File: config.mk
export PLATFORM = sky130hd
export DESIGN_NAME = bus_arbiter_rr_flat
export DESIGN_NICKNAME = d
export VERILOG_FILES = /design/src/rtl/bus_arbiter_rr_if.sv /design/src/rtl/bus_arbiter_rr.sv /design/src/flat_wrapper.sv
export SDC_FILE = /design/constraint.sdc
export NUM_CORES = 1
export LEC_CHECK = 0
export ABC_CLOCK_PERIOD_IN_PS = 1150
export CAP_MARGIN = 20
export CORE_MARGIN = 3
export CORE_UTILIZATION = 43
export CTS_CLUSTER_SIZE = 20
export DETAILED_ROUTE_END_ITERATION = 7
export PLACE_DENSITY = 0.83
export SLEW_MARGIN = 10
export SYNTH_ARGS = -nofsm -noshare
export SYNTH_HDL_FRONTEND = slang
export SYNTH_SLANG_ARGS = --single-unit
export TNS_END_PERCENT = 1
File: constraint.sdc
create_clock -name clock -period 1.15 [get_ports clock]
set_input_delay 0.23 -clock clock [delete_from_list [all_inputs] [get_ports clock]]
set_output_delay 0.23 -clock clock [all_outputs]
set_load 0.02 [all_outputs]
File: src/rtl/bus_arbiter_rr_if.sv
// Shared-bus arbitration interface.
// master modport: view of the bus masters (drive requests and bus strobes).
// slave modport : view of the arbiter (returns grants and status).
interface bus_arbiter_rr_if #(
   parameter int NUM_MASTERS = 4
);
   localparam int AW = (NUM_MASTERS > 1) ? $clog2(NUM_MASTERS) : 1;

   logic [NUM_MASTERS-1:0] request;
   logic [NUM_MASTERS-1:0] grant;
   logic                   beginTransactionIn;
   logic                   endTransactionIn;
   logic                   busErrorIn;
   logic                   endTransactionOut;
   logic                   busErrorOut;
   logic [AW-1:0]          activeMaster;
   logic                   busIdle;

   modport master (
      output request, beginTransactionIn, endTransactionIn, busErrorIn,
      input  grant, endTransactionOut, busErrorOut, activeMaster, busIdle
   );

   modport slave (
      input  request, beginTransactionIn, endTransactionIn, busErrorIn,
      output grant, endTransactionOut, busErrorOut, activeMaster, busIdle
   );
endinterface

File: src/rtl/bus_arbiter_rr.sv
// Round-robin shared-bus arbiter: one-cycle grant pulse, begin timeout,
// transaction tracking until the end strobe.
// Optional watchdog on ACTIVE enabled by defining ARB_WATCHDOG_EN.
module bus_arbiter_rr #(
   parameter int NUM_MASTERS    = 4,
   parameter int BEGIN_WAIT     = 15,
   parameter int TIMEOUT_CYCLES = 255
) (
   input  logic clock,
   input  logic reset,
   bus_arbiter_rr_if.slave bus
);
   localparam int AW = (NUM_MASTERS > 1) ? $clog2(NUM_MASTERS) : 1;
   localparam int BW = $clog2(BEGIN_WAIT + 1);
   // WAIT_BEGIN gives up after BEGIN_WAIT cycles (counter runs 0..BEGIN_WAIT-1)
   localparam logic [BW-1:0] BEGIN_LAST = BW'(BEGIN_WAIT - 1);
   localparam logic [AW-1:0] LAST_IDX   = AW'(NUM_MASTERS - 1);

   typedef enum logic [2:0] {IDLE, GRANT, WAIT_BEGIN, ACTIVE, FORCE_END} state_t;

   state_t        state, stateNext;
   logic [AW-1:0] ptr;
   logic [AW-1:0] curMaster;
   logic [AW-1:0] sel;
   logic          found;
   logic [BW-1:0] beginCnt;
   int            cand;

`ifdef ARB_WATCHDOG_EN
   localparam int WW = $clog2(TIMEOUT_CYCLES + 1);
   // ACTIVE lasts at most TIMEOUT_CYCLES cycles (counter runs 0..TIMEOUT_CYCLES-1)
   localparam logic [WW-1:0] WD_LAST = WW'(TIMEOUT_CYCLES - 1);
   logic [WW-1:0] wdCnt;
`else
   logic unusedTimeout;
   assign unusedTimeout = ^TIMEOUT_CYCLES;
`endif

   // first requesting master at or after the pointer, wrapping around
   always_comb begin
      sel   = '0;
      found = 1'b0;
      cand  = 0;
      for (int i = 0; i < NUM_MASTERS; i++) begin
         cand = int'(ptr) + i;
         if (cand >= NUM_MASTERS) cand = cand - NUM_MASTERS;
         if (!found && bus.request[cand[AW-1:0]]) begin
            found = 1'b1;
            sel   = cand[AW-1:0];
         end
      end
   end

   // state register
   always_ff @(posedge clock or negedge reset) begin
      if (!reset) state <= IDLE;
      else        state <= stateNext;
   end

   // next-state decision
   always_comb begin
      stateNext = state;
      case (state)
         IDLE:       if (found) stateNext = GRANT;
         GRANT:      stateNext = WAIT_BEGIN;
         WAIT_BEGIN: begin
            if (bus.beginTransactionIn && bus.endTransactionIn) stateNext = IDLE;
            else if (bus.beginTransactionIn)                    stateNext = ACTIVE;
            else if (beginCnt == BEGIN_LAST)                    stateNext = IDLE;
         end
         ACTIVE: begin
            if (bus.endTransactionIn || bus.busErrorIn) stateNext = IDLE;
`ifdef ARB_WATCHDOG_EN
            else if (wdCnt == WD_LAST)                  stateNext = FORCE_END;
`endif
         end
         FORCE_END:  stateNext = IDLE;
         default:    stateNext = IDLE;
      endcase
   end

   // arbitration pointer, granted master and begin-wait counter
   always_ff @(posedge clock or negedge reset) begin
      if (!reset) begin
         ptr       <= '0;
         curMaster <= '0;
         beginCnt  <= '0;
      end else begin
         case (state)
            IDLE: if (found) begin
               curMaster <= sel;
               ptr       <= (sel == LAST_IDX) ? '0 : sel + 1'b1;
            end
            GRANT:      beginCnt <= '0;
            WAIT_BEGIN: if (!bus.beginTransactionIn && beginCnt != BEGIN_LAST)
                           beginCnt <= beginCnt + 1'b1;
            default: ;
         endcase
      end
   end

`ifdef ARB_WATCHDOG_EN
   // watchdog counter: cleared on begin, saturating count while ACTIVE
   always_ff @(posedge clock or negedge reset) begin
      if (!reset)                                           wdCnt <= '0;
      else if (state == WAIT_BEGIN && bus.beginTransactionIn) wdCnt <= '0;
      else if (state == ACTIVE && wdCnt != WD_LAST)         wdCnt <= wdCnt + 1'b1;
   end
`endif

   // outputs decoded from state so reset clears them asynchronously
   always_comb begin
      bus.grant = '0;
      if (state == GRANT) bus.grant[curMaster] = 1'b1;
      bus.busIdle      = (state == IDLE);
      bus.activeMaster = curMaster;
`ifdef ARB_WATCHDOG_EN
      bus.endTransactionOut = (state == FORCE_END);
      bus.busErrorOut       = (state == FORCE_END);
`else
      bus.endTransactionOut = 1'b0;
      bus.busErrorOut       = 1'b0;
`endif
   end
endmodule

File: src/flat_wrapper.sv
// flat-port wrapper written by rule: the top's interface ports become plain ports
module bus_arbiter_rr_flat 
#(
   parameter int NUM_MASTERS    = 4,
   parameter int BEGIN_WAIT     = 15,
   parameter int TIMEOUT_CYCLES = 255
)
  (clock, reset, bus_request, bus_beginTransactionIn, bus_endTransactionIn, bus_busErrorIn, bus_grant, bus_endTransactionOut, bus_busErrorOut, bus_activeMaster, bus_busIdle);
  bus_arbiter_rr_if #(.NUM_MASTERS(NUM_MASTERS)) bus_i ();
  input  logic clock;
  input  logic reset;
  input wire logic [$bits(bus_i.request)-1:0] bus_request;
  input wire logic [$bits(bus_i.beginTransactionIn)-1:0] bus_beginTransactionIn;
  input wire logic [$bits(bus_i.endTransactionIn)-1:0] bus_endTransactionIn;
  input wire logic [$bits(bus_i.busErrorIn)-1:0] bus_busErrorIn;
  output wire logic [$bits(bus_i.grant)-1:0] bus_grant;
  output wire logic [$bits(bus_i.endTransactionOut)-1:0] bus_endTransactionOut;
  output wire logic [$bits(bus_i.busErrorOut)-1:0] bus_busErrorOut;
  output wire logic [$bits(bus_i.activeMaster)-1:0] bus_activeMaster;
  output wire logic [$bits(bus_i.busIdle)-1:0] bus_busIdle;
  assign bus_i.request = bus_request;
  assign bus_i.beginTransactionIn = bus_beginTransactionIn;
  assign bus_i.endTransactionIn = bus_endTransactionIn;
  assign bus_i.busErrorIn = bus_busErrorIn;
  assign bus_grant = bus_i.grant;
  assign bus_endTransactionOut = bus_i.endTransactionOut;
  assign bus_busErrorOut = bus_i.busErrorOut;
  assign bus_activeMaster = bus_i.activeMaster;
  assign bus_busIdle = bus_i.busIdle;
  bus_arbiter_rr #(.NUM_MASTERS(NUM_MASTERS), .BEGIN_WAIT(BEGIN_WAIT), .TIMEOUT_CYCLES(TIMEOUT_CYCLES)) u_core (.clock(clock), .reset(reset), .bus(bus_i));
endmodule
After elaboration in Yosys (flattened, before gate mapping)
Cells that the tools add are included.
{ "totals": {"in_bits": 9, "output_inout_bits": 9, "wordCells": 81, "reg_bits": 11} }
{ "op_classes": {"mux": 32, "reduce_logical": 16, "n_addsub": 9, "eq_ne": 10, "order_cmp": 10} }
{ "op_table": {"columns": ["cell", "n"], "rows": [
  ["$mux W2", 9],
  ["$lt A2 B3 Y1 const B", 5],
  ["$mux W3", 5],
  ["$pmux W3 S4", 1],
  ["$ge A3 B3 Y1 const B", 3],
  ["$mux W1", 9],
  ["$bmux W1 S2", 4],
  ["$mux W4", 2],
  ["$pmux W4 S2", 1],
  ["$sub A2 B1 Y2 const B", 4],
  ["$add A2 B2 Y3 const B", 2],
  ["$eq A3 B2 Y1 const B", 2],
  ["$logic_and A1 B1 Y1", 6],
  ["$ne A2 B1 Y1 const B", 3],
  ["$add A4 B1 Y4 const B", 1],
  ["$eq A4 B4 Y1 const B", 1],
  ["$logic_not A1 Y1", 4],
  ["$ne A4 B2 Y1 const B", 1],
  ["$ne A4 B4 Y1 const B", 1],
  ["$reduce_and A2 Y1", 2],
  ["$add A2 B1 Y3 const B", 1],
  ["$eq A3 B1 Y1 const B", 1],
  ["$ge A2 B3 Y1 const B", 1],
  ["$logic_not A3 Y1", 1],
  ["other kinds (7)", 7]
]} }

Depth between registers and ports, before layout
Gate-level depths: netlist of run 1.
{ "logic_depth": {"word_depth": 16, "ltp_mapped": 6, "ltp_nobuf": 6} }

Worst setup path before layout of run 1
Ideal clock, no wire load.
{ "synth_timing": {"path_type": "reg2out", "startpoint": "register u_core.state[1]", "endpoint": "output port bus_grant[1]", "required_ns": 0.920, "setup_slack_ns": -0.252, "arrival_ns": 1.172, "path_buffers": 0, "stages_incl_launch_ff": 3, "path_cell_list": "dfrtp_1 nand2b_1 nor3b_1"} }
{ "synth_via": {"elab_chain_len": 2} }
{ "synth_lines": {"columns": ["item", "line_no", "source"], "rows": [
  ["start, declared", "bus_arbiter_rr.sv:21", "state_t state, stateNext;"],
  ["start signal, assigned", "bus_arbiter_rr.sv:57", "else state <= stateNext;"],
  ["$eq A3 B1 Y1", "bus_arbiter_rr.sv:114", "if (state == GRANT) bus.grant[curMaster] = 1'b1;"],
  ["$mux W4", "bus_arbiter_rr.sv:114", null],
  ["end, declared", "flat_wrapper.sv:16", "output wire logic [$bits(bus_i.grant)-1:0] bus_grant;"]
]} }
No other way between the ends.

Worst setup path after layout of run 1
{ "layout_timing": {"startpoint": "register u_core.state[0]", "endpoint": "output port bus_grant[3]"} }
Same word-level chain as after synthesis.

==> results.yml, run 1 <==
critical_path:
  arrival_ps: 1200
  cp-end-kind: "primary output"
  path_class: "reg -> out"
  required_ps: 920
  start_kind: "flip-flop"
  path_cells: "nor2b_2, and3_1, buf_4"
  slowest_delay_ps: 420
  critPathMaxFanout: 3
  crit_path_top_delay_cell: "dfrtp_2"
sta:
  max_freq_mhz: 701
  finalCritPeriodShare: 1.24
  hold_viol: 0
  layout_min_cycle_time_ps: 1430
  setup_slack_ps: -277
  skew_ps: 4.85
  maxSlewViolCount: 0
  setup_viol: 17
  rsz0062_at_grt: "yes"
  hold_slack_ps: 261
global_routing:
  grt_pass1_vias: 776
  antenna_found_initial: 0
  gr-usage-all-layers: 0.229
  grt_pass1_wl_um: 3620
  grt_overflow: 0
  grt_max_degree: 13
floorplan:
  die_area_sq_mm: 0.00229
  ios: 18
  core.rowCount: 14
  core_sq_mm: 0.00158
  start_util: 0.479
  fp.dieW_um: 47.9
  die_height_um: 47.9
routing:
  drt-met1-wl_um: 874
  vias: 784
  wl_met3_um: 124
  highest_layer: "met4"
  drc: 0
  ant_nets: 0
  wl_met2_um: 1130
  post_drt_via_cell_ratio: 5.64
  drt_iter0_drc: 6
  first_pass_iters: 4
  drt_wl_total_um: 2140
  wl_per_cell_um: 15.4
placed_design:
  dp_hpwl_um: 1530
  place_ws_ps: -534
  gp_congestion: 0.763
  port-buffer-count: 15
  dpl-instance-area_sq_mm: 0.00105
yosys:
  synth_common_cells: "dfrtp_1, nand2_1, nor2_1, o21ai_0, nand3_1"
  synth_area_sq_um: 754
  yosysTopAreaCellShare: 0.332
  synthFlopType: "dfrtp_1"
  synth_seq_cells: 10
  yosysMostFrequentCell: "dfrtp_1"
  ys_seq_area_frac: 0.332
  synth_top_area_cell: "dfrtp_1"
  netlist_instances: 87
  avgSynthCellArea_sq_um: 8.67
  synth-edff-count: 0
  synthArstFlopShare: 1.00
  synth_area_leaders: "dfrtp_1, o21ai_0, nand3_1"
  yosysWarnings: 0
  synthDistinctLibCells: 32
hold_path:
  hold_path_class: "in -> async"
clock_tree:
  numClockSinks: 10
  clk_path_buf_depth: 2
  cts_tree: "yes"
  clkLatencyLatePin_ps: 270
  cts-root-buf: "clkbuf_4"
  cts_max_level: 1
  path_clk_slew_ps: 70
  hold_buffers: 0
  numCtsBuffers: 3
layout:
  fin_nets: 135
  n_fill_cell: 115
  postLayoutCellArea_sq_mm: 0.00113
  ff_latch_area_sq_um: 255
  drive_gt1_frac: 0.423
  multiInputGateArea_sq_um: 507
  diodes: 0
  area_delta_synth_final_pct: 49.9
power_and_ir_drop:
  ir_drop_v: 0.00128
  p_total_w: 0.00261
  powerDensity_mw_per_mm2: 2310
  p_leak_nw: 0.531
outcome:
  status: "finished with violations"
  violations: "negative setup slack"
flow_run:
  max_cap_violations: 0
-- timing repair --
item,in CTS,in global routing
gates resized for setup,53,4
pin swaps,5,0
buffers inserted,2,1
hold endpoints to repair,0,0
setup endpoints to repair,17,17
-- critical path: cells and delay by family (launching register included) --
kind                   cells  cell delay (ps)
buffers and inverters      1              150
flip-flops                 1              420
AND/OR/NAND/NOR            2              350
-- layout by cell type, fill, tap and decap left out, drive strengths merged, types with 3 or more instances in the layout --
master and instances:
a21oi 5, and3 3, buf 28, clkbuf 4, clkdlybuf4s50 4, dfrtp 10, dlygate4sd2 4, inv 5
nand2 8, nand3 6, nor2 8, nor2b 3, nor3b 3, o21ai 10
-- stage by stage --
stage          TNS, ps  cells   util
6_report         -2950    139  0.717
5_1_grt          -4280    139  0.717
4_1_cts          -2270    138  0.702
3_5_place_dp     -6430    133  0.666
3_3_place_gp     -5490    133  0.666
2_1_floorplan     -113     88      -
-- logic make-up after synthesis --
logic type	Yosys count	share of synthesized area
AO/OA/AOI/OAI	25	0.252
flip-flops	10	0.332
adder cells (fa/ha/maj)	2	0.0332
AND/OR/NAND/NOR	36	0.262
buffers and inverters	10	0.0796
multiplexers	1	0.0133
XOR/XNOR	2	0.0232
other	1	0.00497
-- registers in the layout, indices dropped and copies added (netlist names), named ones only --
name,flops
u_core.ptr,1
u_core.state,2
u_core.bus.activeMaster,2
u_core.beginCnt,4
-- layer usage --
layer  global-route usage  vias to the layer above
li1                     -                      380
met1                0.267                      370
met2                0.388                       32
met3               0.0714                        2
met4               0.0860                        0
met5                    0                        -
-- worst paths after layout --
check,start,endpoint,slack [ps],cells past startpoint
worst min-delay path,reset,u_core.state[1],260,2
worst max-delay path,u_core.state[0],bus_grant[3],-280,3
max in group asynchronous,reset,u_core.ptr[1],720,2
min in group clock,u_core.beginCnt[3],u_core.beginCnt[3],560,2
worst min register to register,u_core.beginCnt[3],u_core.beginCnt[3],560,2
worst max register to register,u_core.state[1],u_core.bus.activeMaster[0],-230,6
-- where the power goes --
| part | switching [W] | internal, W |
|---|---|---|
| clock | 0.000131 | 0.000134 |
| sequential | 0.000219 | 0.000507 |
| combinational | 0.000763 | 0.000860 |
-- final cells by class --
type | count | area share
clock buffers | 4 | 0.0232
repair buffers | 36 | 0.269
inverters | 5 | 0.0166
multi-input cells | 68 | 0.448
flip-flops and latches | 10 | 0.226
well taps | 16 | 0.0177
(Power assumes the default switching activity.)
==> run 2, diff against run 1 <==
--- a/config.mk
+++ b/config.mk
@@ -6,7 +6,7 @@
 export NUM_CORES = 1
 export LEC_CHECK = 0
 export ABC_CLOCK_PERIOD_IN_PS = 1150
-export CAP_MARGIN = 20
+export CAP_MARGIN = 5
 export CORE_MARGIN = 3
 export CORE_UTILIZATION = 43
 export CTS_CLUSTER_SIZE = 20
==> results of run 2 <==
Same layout as run 1: the final DEF is identical, and so are final timing and power.
==> variant (flow settings as in run 1) <==
Build with the macro `ARB_WATCHDOG_EN` defined.
--- a/src/rtl/bus_arbiter_rr.sv
+++ b/src/rtl/bus_arbiter_rr.sv
@@ -1,6 +1,8 @@
 // Round-robin shared-bus arbiter: one-cycle grant pulse, begin timeout,
 // transaction tracking until the end strobe.
 // Optional watchdog on ACTIVE enabled by defining ARB_WATCHDOG_EN.
+`define ARB_WATCHDOG_EN
+
 module bus_arbiter_rr #(
    parameter int NUM_MASTERS    = 4,
    parameter int BEGIN_WAIT     = 15,
Formal check against the unedited RTL: no difference found for any inputs over 10 cycles, from zero or initial values and one cycle with reset low; that may be too few to reach the edited logic, so the function may still have changed.
==> variant against run 1 <==
  * The flow still finishes with violations (setup timing)
  * Sequential cell count is 9 higher
  * Power up 51%
  * Non-clock buffer count rose by 10
  * Cell area is 60% higher
  * Wire length is 50% higher
  * Setup slack got worse by 300 ps
  * Register-to-register slack lost 330 ps
  * Global-route usage shrank 4.1 points
  * Area after synthesis rose by 54%
  * First-iteration DRC count rose to 7.0 times the old value
  * Count of clock-buffer cells in the layout shrank 1
  * Critical endpoint is now u_core.ptr[1]
  * Largest power group unchanged
==> variant: results (changes against run 1) <==
## Synth
* **XOR/XNOR Fraction of Synth Area** 0.7535%, was 2.322%
* **share of synthesized area occupied by flip-flops and latches** 40.90%, was 33.17%
* **compound-cell area share of the yosys netlist** 13.24%, was 25.21%
* **number of distinct standard cells referenced by the synthesized netlist** 43, was 32
* **leading post-synthesis cells by cell area** dfrtp_1 41%, ha_1 5.4%, mux2i_1 3.4%, nand2_1 2.9%, mux2_1 2.9%, was dfrtp_1 33%, o21ai_0 4.6%, nand3_1 4.0%, buf_4 4.0%, nand2_1 4.0%
* **average instance area after synthesis** 10.11 µm², was 8.672 µm²
* **adder and majority cell fraction of the synthesized area** 5.382%, was 3.317%

## Placed design
* **post-place setup slack** -882.4 ps, was -534.3 ps
* **area post-placement** 1583 µm², was 1050 µm²
* **hpwl dp** 2.003 mm, was 1.534 mm
* **# port buffers** 17, was 15
* **placer congestion estimate** 0.8036, was 0.7627

## STA
* **aggregate negative setup slack** -7531 ps, was -2953 ps
* **least setup slack across all paths after layout** -578.0 ps, was -277.4 ps
* **worst clock skew** 6.199 ps, was 4.849 ps
* **final setup vio count** 28, was 17

## Routing
* **via count** 1118, was 784
* **Detailed Route Iter0 Violations** 42, was 6
* **routed wire length** 3.223 mm, was 2.142 mm

## Run status
* **run status** finished with violations, unchanged
* **failing checks** setup timing, unchanged

## Final layout
* **Post-Layout Cell Count** 192, was 139
* **final-stage net count** 177, was 135
* **Design Area, Final** 1810 µm², was 1131 µm²

## Critical path
* **reg-to-reg critical path startpoint** u_core.ptr[0], was u_core.state[1]

## Global route
* **global-route wire length before repair** 4.954 mm, was 3.615 mm
* **global-route total usage across every layer** 18.75%, was 22.87%

## Clocking
* **clock-pin transition on the worst setup and hold timing paths** 120 ps, was 70 ps
* **clock latency on the worst-skew pair** 300 ps, was 270 ps

## Power and ir drop
* **leakage component of the power** 0.8112 nW, was 0.5309 nW
* **worst supply voltage drop on vdd** 1.837 mV, was 1.276 mV

## variant: repair_timing
action,4_1_cts,5_1_grt
setup buffers,1,3
gates cloned,0,0
setup endpoints to repair,28,28
hold buffers,0,0
resized for setup,70,19
pin swaps,12,9
## variant: cell families after synthesis
group	count (synthesis)
AOI/OAI and AO/OA	22
xor gates and xnor gates	1
adders and majority gates	5
buffers and inverters	11
DFF	19
muxes	7
and+or+nand+nor	50
## variant: worst paths after layout
path | cells after the start | endpoint | slack (ps)
max | 7 | u_core.ptr[1] | -580
min | 2 | u_core.state[2] | 240
max reg2reg | 5 | u_core.ptr[1] | -560
min reg2reg | 2 | u_core.beginCnt[1] | 580
max in group asynchronous | 2 | u_core.bus.activeMaster[0] | 690
min in group clock | 2 | u_core.state[2] | 550
## variant: cell type report
cell class,count,area share (%)
Tap cell,30,2.073
Timing Repair Buffer,46,22.94
Clock inverter,1,0.4147
Multi-Input combinational cell,85,45.20
Inverter,8,1.659
Sequential cell,19,26.47
Clock buffer,3,1.244
## variant: power groups by stage
stage / registers (mW) / clock network (mW) / logic (mW)
floorplan: 1.14 / 0 / 0.966
global placement: 1.04 / 0 / 1.77
detailed placement: 1.06 / 0 / 1.87
CTS: 1.08 / 0.363 / 2.14
global route: 1.13 / 0.383 / 2.66
finish: 1.10 / 0.359 / 2.48
## variant: routing by layer
metal  vias to the layer above  global-route usage [%]  share of wire [%]
li1                        522                       -                  -
met1                       558                   22.39                 39
met2                        30                   35.32                 55
met3                         8                   1.114                3.4
met4                         0                   6.291                2.5
met5                         -                       0                  0
## variant: critical path: stages
cell,delay [ps]
clkdlybuf4s50_1,470
inv_1,130
o22ai_2,90
a221oi_2,320
and2b_1,180
ha_1,230
mux2_4,270
